### config.mk
export PLATFORM = sky130hd
export DESIGN_NAME = pipe_hazard_ctrl
export DESIGN_NICKNAME = d
export VERILOG_FILES = /design/src/rtl/pipe_hazard_ctrl.sv
export SDC_FILE = /design/constraint.sdc
export NUM_CORES = 1
export LEC_CHECK = 0
export ABC_AREA = 1
export CAP_MARGIN = 20
export CORE_ASPECT_RATIO = 0.5
export CORE_UTILIZATION = 34
export DETAILED_ROUTE_END_ITERATION = 7
export GPL_TIMING_DRIVEN = 1
export PLACE_DENSITY = 0.95
export SYNTH_ARGS = -nofsm -noshare
export SYNTH_HDL_FRONTEND = slang
export SYNTH_SLANG_ARGS = --single-unit
### constraint.sdc
create_clock -name clk -period 2.38 [get_ports clk]
set_input_delay 0.238 -clock clk [delete_from_list [all_inputs] [get_ports clk]]
set_output_delay 0.238 -clock clk [all_outputs]
set_load 0.01 [all_outputs]
### src/rtl/pipe_hazard_ctrl.sv
// pipe_hazard_ctrl - central stall/flush controller for the 5-stage core.
//
// Drives the hold/clear inputs of the inter-stage registers and the PC hold.
// It resolves the following conditions, in priority order:
//   trap > FLUSH state > data-memory stall > mul/div > redirect > load-use
//   > fetch stall
//
// Outputs are combinational from the current state and the inputs. They are
// sampled by the pipeline registers at the next posedge. The state, the flush
// counter and md_pend are registered.
//
// Ports:
//   clk, rst                  clock, asynchronous active-high reset
//   ifu_ready_i               fetch has an instruction available
//   id_rs{1,2}_en_i / _i      ID source-register usage and indices
//   ex_rd_wen_i, ex_is_load_i,
//   ex_rd_i                   EX destination info, used for load-use detection
//   redirect_i                EX branch/jump taken (level)
//   trap_i                    exception/interrupt commit (pulse)
//   md_start_i, md_done_i     mul/div launch and completion (pulses)
//   mem_req_i, mem_ready_i    MEM-stage access and data-memory response
//   hold_o   [0] PC, [1] IF/ID, [2] ID/EX, [3] EX/MEM
//   clear_o  [0] IF/ID, [1] ID/EX, [2] EX/MEM, [3] MEM/WB
//   stall_cnt_o, flush_cnt_o  performance counters
//
// Optional feature: define PIPE_HAZARD_CTRL_PERF_EN to build the performance
// counters. When it is undefined, both counter outputs are tied to 0.
module pipe_hazard_ctrl #(
  parameter int REG_ADDR_W = 5,
  parameter int FLUSH_CYC  = 2,
  parameter int PERF_W     = 32
) (
  input  logic                  clk,
  input  logic                  rst,
  input  logic                  ifu_ready_i,
  input  logic                  id_rs1_en_i,
  input  logic                  id_rs2_en_i,
  input  logic [REG_ADDR_W-1:0] id_rs1_i,
  input  logic [REG_ADDR_W-1:0] id_rs2_i,
  input  logic                  ex_rd_wen_i,
  input  logic                  ex_is_load_i,
  input  logic [REG_ADDR_W-1:0] ex_rd_i,
  input  logic                  redirect_i,
  input  logic                  trap_i,
  input  logic                  md_start_i,
  input  logic                  md_done_i,
  input  logic                  mem_req_i,
  input  logic                  mem_ready_i,
  output logic [3:0]            hold_o,
  output logic [3:0]            clear_o,
  output logic [PERF_W-1:0]     stall_cnt_o,
  output logic [PERF_W-1:0]     flush_cnt_o
);

  // The counter holds at most FLUSH_CYC-1. Keep it at least 1 bit wide so
  // that FLUSH_CYC values of 0 and 1 still elaborate.
  localparam int CNT_W = (FLUSH_CYC > 1) ? $clog2(FLUSH_CYC) : 1;
  localparam logic [CNT_W-1:0] CNT_LOAD = (FLUSH_CYC > 0) ? CNT_W'(FLUSH_CYC - 1) : '0;

  typedef enum logic [1:0] {RUN, MEM_WAIT, MD_WAIT, FLUSH} state_e;

  state_e           state_q, state_d;
  logic [CNT_W-1:0] cnt_q, cnt_d;
  logic             md_pend_q, md_pend_d;

  logic mem_stall, load_use;

  assign mem_stall = mem_req_i & ~mem_ready_i;
  assign load_use  = ex_is_load_i & ex_rd_wen_i & (ex_rd_i != '0) &
                     ((id_rs1_en_i & (id_rs1_i == ex_rd_i)) |
                      (id_rs2_en_i & (id_rs2_i == ex_rd_i)));

  always_comb begin
    state_d   = state_q;
    cnt_d     = cnt_q;
    md_pend_d = md_pend_q;
    hold_o    = 4'b0000;
    clear_o   = 4'b0000;
    if (rst) begin
      // Reset clears every stage right away, even in the middle of a stall.
      clear_o = 4'b1111;
    end else if (trap_i) begin
      clear_o   = 4'b1111;
      md_pend_d = 1'b0;
      if (FLUSH_CYC > 0) begin
        state_d = FLUSH;
        cnt_d   = CNT_LOAD;
      end else begin
        state_d = RUN;
      end
    end else begin
      case (state_q)
        FLUSH: begin
          hold_o  = 4'b0001;
          clear_o = 4'b0001;
          if (cnt_q == '0) state_d = RUN;
          else             cnt_d   = cnt_q - CNT_W'(1);
        end
        MEM_WAIT: begin
          // Redirect and load-use stay masked until the pipe is back in RUN.
          if (mem_stall) begin
            hold_o  = 4'b1111;
            clear_o = 4'b1000;
          end else begin
            state_d = RUN;
          end
        end
        MD_WAIT: begin
          if (mem_stall) begin
            hold_o  = 4'b1111;
            clear_o = 4'b1000;
            // A done pulse that arrives during a memory stall is remembered,
            // so the exit can happen once the stall clears.
            if (md_done_i) md_pend_d = 1'b1;
          end else if (md_done_i | md_pend_q) begin
            state_d   = RUN;
            md_pend_d = 1'b0;
          end else begin
            hold_o  = 4'b0111;
            clear_o = 4'b0100;
          end
        end
        default: begin
          if (mem_stall) begin
            hold_o  = 4'b1111;
            clear_o = 4'b1000;
            state_d = MEM_WAIT;
          end else if (md_start_i) begin
            hold_o  = 4'b0111;
            clear_o = 4'b0100;
            state_d = MD_WAIT;
          end else if (redirect_i) begin
            clear_o = 4'b0011;
          end else if (load_use) begin
            hold_o  = 4'b0011;
            clear_o = 4'b0010;
          end else if (!ifu_ready_i) begin
            hold_o  = 4'b0001;
            clear_o = 4'b0001;
          end
        end
      endcase
    end
  end

  always_ff @(posedge clk or posedge rst) begin
    if (rst) begin
      state_q   <= RUN;
      cnt_q     <= '0;
      md_pend_q <= 1'b0;
    end else begin
      state_q   <= state_d;
      cnt_q     <= cnt_d;
      md_pend_q <= md_pend_d;
    end
  end

`ifdef PIPE_HAZARD_CTRL_PERF_EN
  logic [PERF_W-1:0] stall_cnt_q, flush_cnt_q;
  logic              flush_evt;

  assign flush_evt = trap_i | ((state_q == RUN) & redirect_i);

  // Both counters saturate at all-ones.
  always_ff @(posedge clk or posedge rst) begin
    if (rst) begin
      stall_cnt_q <= '0;
      flush_cnt_q <= '0;
    end else begin
      if (hold_o[0] && stall_cnt_q != '1) stall_cnt_q <= stall_cnt_q + PERF_W'(1);
      if (flush_evt && flush_cnt_q != '1) flush_cnt_q <= flush_cnt_q + PERF_W'(1);
    end
  end

  assign stall_cnt_o = stall_cnt_q;
  assign flush_cnt_o = flush_cnt_q;
`else
  assign stall_cnt_o = '0;
  assign flush_cnt_o = '0;
`endif

endmodule

## Yosys cells after proc, flatten, opt, wreduce, memory -nomap -nowiden

Cells that the tools add are included.

- Register bits after elaboration: 4
- Input bits: 28

- Add/subtract/negate cells: 1
- Equal/unequal tests: 10
- Mux-type cells: 37
- Bitwise logic cells: 10
- Reduce and logical (&&, ||, !) cells: 8

Operators with widths:

| cell | number |
|---|---|
| $mux 4 | 10 |
| $pmux 4 s3 | 2 |
| $mux 2 | 11 |
| $ne 3x3->1 const B | 5 |
| $mux 3 | 4 |
| $eq 5x5->1 | 2 |
| $mux 1 | 9 |
| $and 1x1->1 | 6 |
| $pmux 2 s3 | 1 |
| $reduce_and 6->1 | 1 |
| $reduce_bool 6->1 | 1 |
| $reduce_bool 5->1 | 1 |
| $eq 2x2->1 const B | 2 |
| $reduce_and 4->1 | 1 |
| $reduce_bool 2->1 | 2 |
| $reduce_bool 3->1 | 1 |
| $eq 2x1->1 const B | 1 |
| $not 1->1 | 2 |
| $or 1x1->1 | 2 |
| $reduce_and 2->1 | 1 |
| $sub 1x1->1 const B | 1 |

## Depth between registers and ports, before layout

- Word-level depth: 11
- Mapped depth: 11
- Mapped depth without buffers: 11

## Least setup slack after synthesis

No wires, ideal clock.

- Path kind: reg2out
- From: register state_q[0]
- To: output hold_o[1]
- Arrival: 1127 ps
- Data required time: 2142 ps
- Setup slack: 1015 ps
- Stages on the path, launching flop included: 8
- Path buffers: 0
- Path through: dfrtp_1 -> inv_1 -> nand2_1 -> nor3_2 -> nor2_1 -> inv_2 -> nand3_1 -> o22ai_1

- Longest elaborated chain between the ends: 4

RTL lines:

| what | RTL line | RTL |
|---|---|---|
| start, declared | 62 | `state_e state_q, state_d;` |
| start signal, assigned | 152 | `state_q <= state_d;` |
| $eq 2x2->1 / $eq 2x1->1 (equally long branches) | 92 | `case (state_q)` |
| $pmux 4 s3 (*) | 92 |  |
| $mux 4 (*) | 82 | `end else if (trap_i) begin` |
| $mux 4 (*) | 79 | `if (rst) begin` |
| end, declared | 49 | `output logic [3:0] hold_o,` |

Every way passes the cells marked *; elsewhere a longest branch is shown, timed or not.

## Worst setup path in the final report

- From: input ex_rd_i[2]
- To: output clear_o[1]

- Longest elaborated chain between the ends: 11

RTL lines:

| what | RTL line | RTL |
|---|---|---|
| start, declared | 42 | `input logic [REG_ADDR_W-1:0] ex_rd_i,` |
| $eq 5x5->1 (on tied branches) | 70, 71 |  |
| $and 1x1->1 (on tied branches) | 70, 71 |  |
| $or 1x1->1 | 70 | `((id_rs1_en_i & (id_rs1_i == ex_rd_i)) \|` |
| $and 1x1->1 (*) | 69 | `assign load_use = ex_is_load_i & ex_rd_wen_i & (ex_rd_i != '0) &` |
| $mux 2 (*) | 134 | `end else if (load_use) begin` |
| $mux 2 (*) | 132 | `end else if (redirect_i) begin` |
| $mux 3 (*) | 128 | `end else if (md_start_i) begin` |
| $mux 4 (*) | 124 | `if (mem_stall) begin` |
| $pmux 4 s3 (*) | 92 |  |
| $mux 4 (*) | 82 |  |
| $mux 4 (*) | 79 |  |
| end, declared | 50 | `output logic [3:0] clear_o,` |

Marks and branches as above.

==> flow_summary.yaml <==
global_route:
  antenna_found_initial: 0
  grt_pass1_vias: 851
  track_usage_pct: 11.9
  grt_first_pass_wirelength_um: 3200
  grt_max_degree: 8
  grt-ovfl-total: 0
worst_hold_path:
  min_path_type: "primary input to async pin"
setup_path:
  cp-end-kind: "output port"
  cp.required_ps: 2140
  cp_data_arrival_time_ps: 1980
  critPathLaunchType: "primary input"
  crit_fanout: 4
  crit_type: "primary input to output port"
die:
  core_area_um2: 3030
  std_cell_rows: 14
  io_pins: 100
  die_h_um: 42.2
  die_w_um: 82.4
  dieArea_um2: 3480
  initial_core_util_pct: 36.3
yosys:
  synth_seq_area_share_pct: 9.11
  synth.top_cells.by_area: "buf_4 44%, nand2_1 15%, dfrtp_1 9.1%, inv_1 7.2%, nor2_1 5.5%"
  synth-simple-area-share_pct: 29.8
  synth_top_family_by_area: "buffers and inverters"
  synth_seq_cells: 4
  synth.distinct_cells: 19
  synth_xor_xnor_area_share_pct: 0
  ys_warn_count: 0
  synthAdderAreaFrac_pct: 0
  syn_inst: 188
  muxShareOfSynthArea_pct: 0
  synth_area_um2: 1100
  synth_top_area_share_pct: 43.7
  yosysTopAreaCell: "buf_4"
  synth_compound_area_share_pct: 7.40
  avgSynthCellArea_um2: 5.84
clocking:
  clk_pin_slew_ps: 30
  clock_sinks: 4
  clock_path_buffers: 2
  cts-root-buf: "clkbuf_8"
  cts-htree-levels: 1
  clk_latency_ps: 210
  cts_buffers: 3
  cts_tree: "built"
timing:
  skew_ps: 0.997
  post-route-period-util_pct: 93.1
  report.final.slew_viol_count: 0
  final_hold_viol_count: 0
  fin_setup_tns_ps: 0
  rsz0062_at_grt: "false"
  clock.fmax_mhz: 451
  setup_viol: 0
  setup_ws_ps: 164
  period_needed_ps: 2220
drt:
  ant_nets: 0
  wirelength_um: 2020
  vias_per_cell: 3.75
  first_pass_iters: 4
  drt_iter0_drc: 21
  vias: 998
  drc: 0
  avgRoutedWirePerCell_um: 7.60
pwr:
  p_comb_share_pct: 59.1
  switchingPower_w: 0.000291
  intPower_w: 0.000358
  swShare_pct: 44.8
  power_frac_seq_pct: 19.3
  ir_worst_vdd_v: 0.000255
  pwr-share-clk_pct: 21.6
  cellLeakagePower_nw: 0.787
  pwr_density_cell_nw_per_um2: 495
place:
  dp_hpwl_um: 1850
  place_ws_ps: 67.6
  place.gp.congestion: 0.868
  port-buffer-count: 35
outcome:
  status: "complete, no violations"
finish:
  final_common_cell: "conb_1"
  antenna_cells: 0
  area_delta_synth_final_pct: 19.1
  utilization_pct: 43.2
  nNetsFinal: 256
  mostFrequentLayoutCells: "64 x conb_1, 44 x nand2_1, 33 x clkdlybuf4s50_1, 21 x inv_1, 16 x nor2_1"
  drive_gt1_share_pct: 10.2
job:
  max-cap-violations: 0
## registers in the layout, summed over array words and instances, names as in the netlist
| register | cells |
|---|---|
| state_q | 2 |
| cnt_q | 1 |
| md_pend_q | 1 |
## critical path, stage by stage
cell and delay (ps):
clkdlybuf4s50_1 470, inv_1 80, nand2_1 70, nand2_1 40
nor2_1 110, nand3_1 110, nand2_2 90, a21oi_1 60
o21ai_0 140, clkdlybuf4s50_1 560
## synthesized netlist by cell type
library cell / n
buf_4: 64
nand2_1: 44
inv_1: 21
nor2_1: 16
inv_2: 7
nor2_2: 5
o21ai_0: 5
dfrtp_1: 4
nand2_2: 4
nand3_1: 4
a21oi_1: 3
nor3_1: 2
o21ai_1: 2
o21ai_2: 2
a211oi_1: 1
conb_1: 1
nand4_1: 1
nor3_2: 1
o22ai_1: 1
## cell type report
cell class                 instances  area [um2]
fill                             305        1720
multi-input combinational        155         649
timing repair buffer              36         363
inverter                          28         105
sequential                         4         100
tap                               40        50.0
clock buffer                       3        41.3
## kinds of logic after synthesis
group | Yosys count
other | 1
AOI/OAI and AO/OA | 14
and+or+nand+nor | 77
DFF | 4
buffers and inverters | 92
## routing by layer
layer / vias up / GRT usage (%) / share of wire [%]
met3: 4 / 1.96 / 4.8
li1: 509 / - / -
met2: 43 / 24.0 / 58
met4: 0 / 6.67 / 1.3
met5: - / 0 / 0
met1: 442 / 11.2 / 36
## per-stage QoR
stage	instance area [um2]	power, W	cells	hold WS [ps]
2_1_floorplan	1340	0.000454	251	12.4
3_3_place_gp	1260	0.000499	263	499
3_5_place_dp	1260	0.000509	263	507
4_1_cts	1300	0.000655	266	323
5_1_grt	1310	0.000708	266	355
6_report	1310	0.000648	266	329
## path summary, 6_finish.rpt
kind	to	slack [ps]	from	depth (start not counted)
worst min-delay path	cnt_q	330	rst	2
max in group asynchronous	state_q[1]	1890	rst	2
worst min register to register	cnt_q	540	cnt_q	2
min in group clk	cnt_q	540	cnt_q	2
worst max register to register	state_q[1]	1090	state_q[1]	8
worst max-delay path	clear_o[1]	160	ex_rd_i[2]	10
## what timing repair did
| item | CTS | global route |
|---|---|---|
| resized for setup | 0 | 2 |
| hold buffers | 0 | 0 |
| setup endpoints to repair | 0 | 1 |
| setup buffers | 0 | 0 |
## power by group through the flow
stage	clock, W	combinational [W]	sequential [W]
2_1_floorplan	0	0.000332	0.000122
3_3_place_gp	0	0.000374	0.000125
3_5_place_dp	0	0.000383	0.000126
4_1_cts	0.000145	0.000384	0.000125
5_1_grt	0.000148	0.000431	0.000128
6_report	0.000140	0.000383	0.000125
Note: power is estimated with default switching activity, not from simulation.
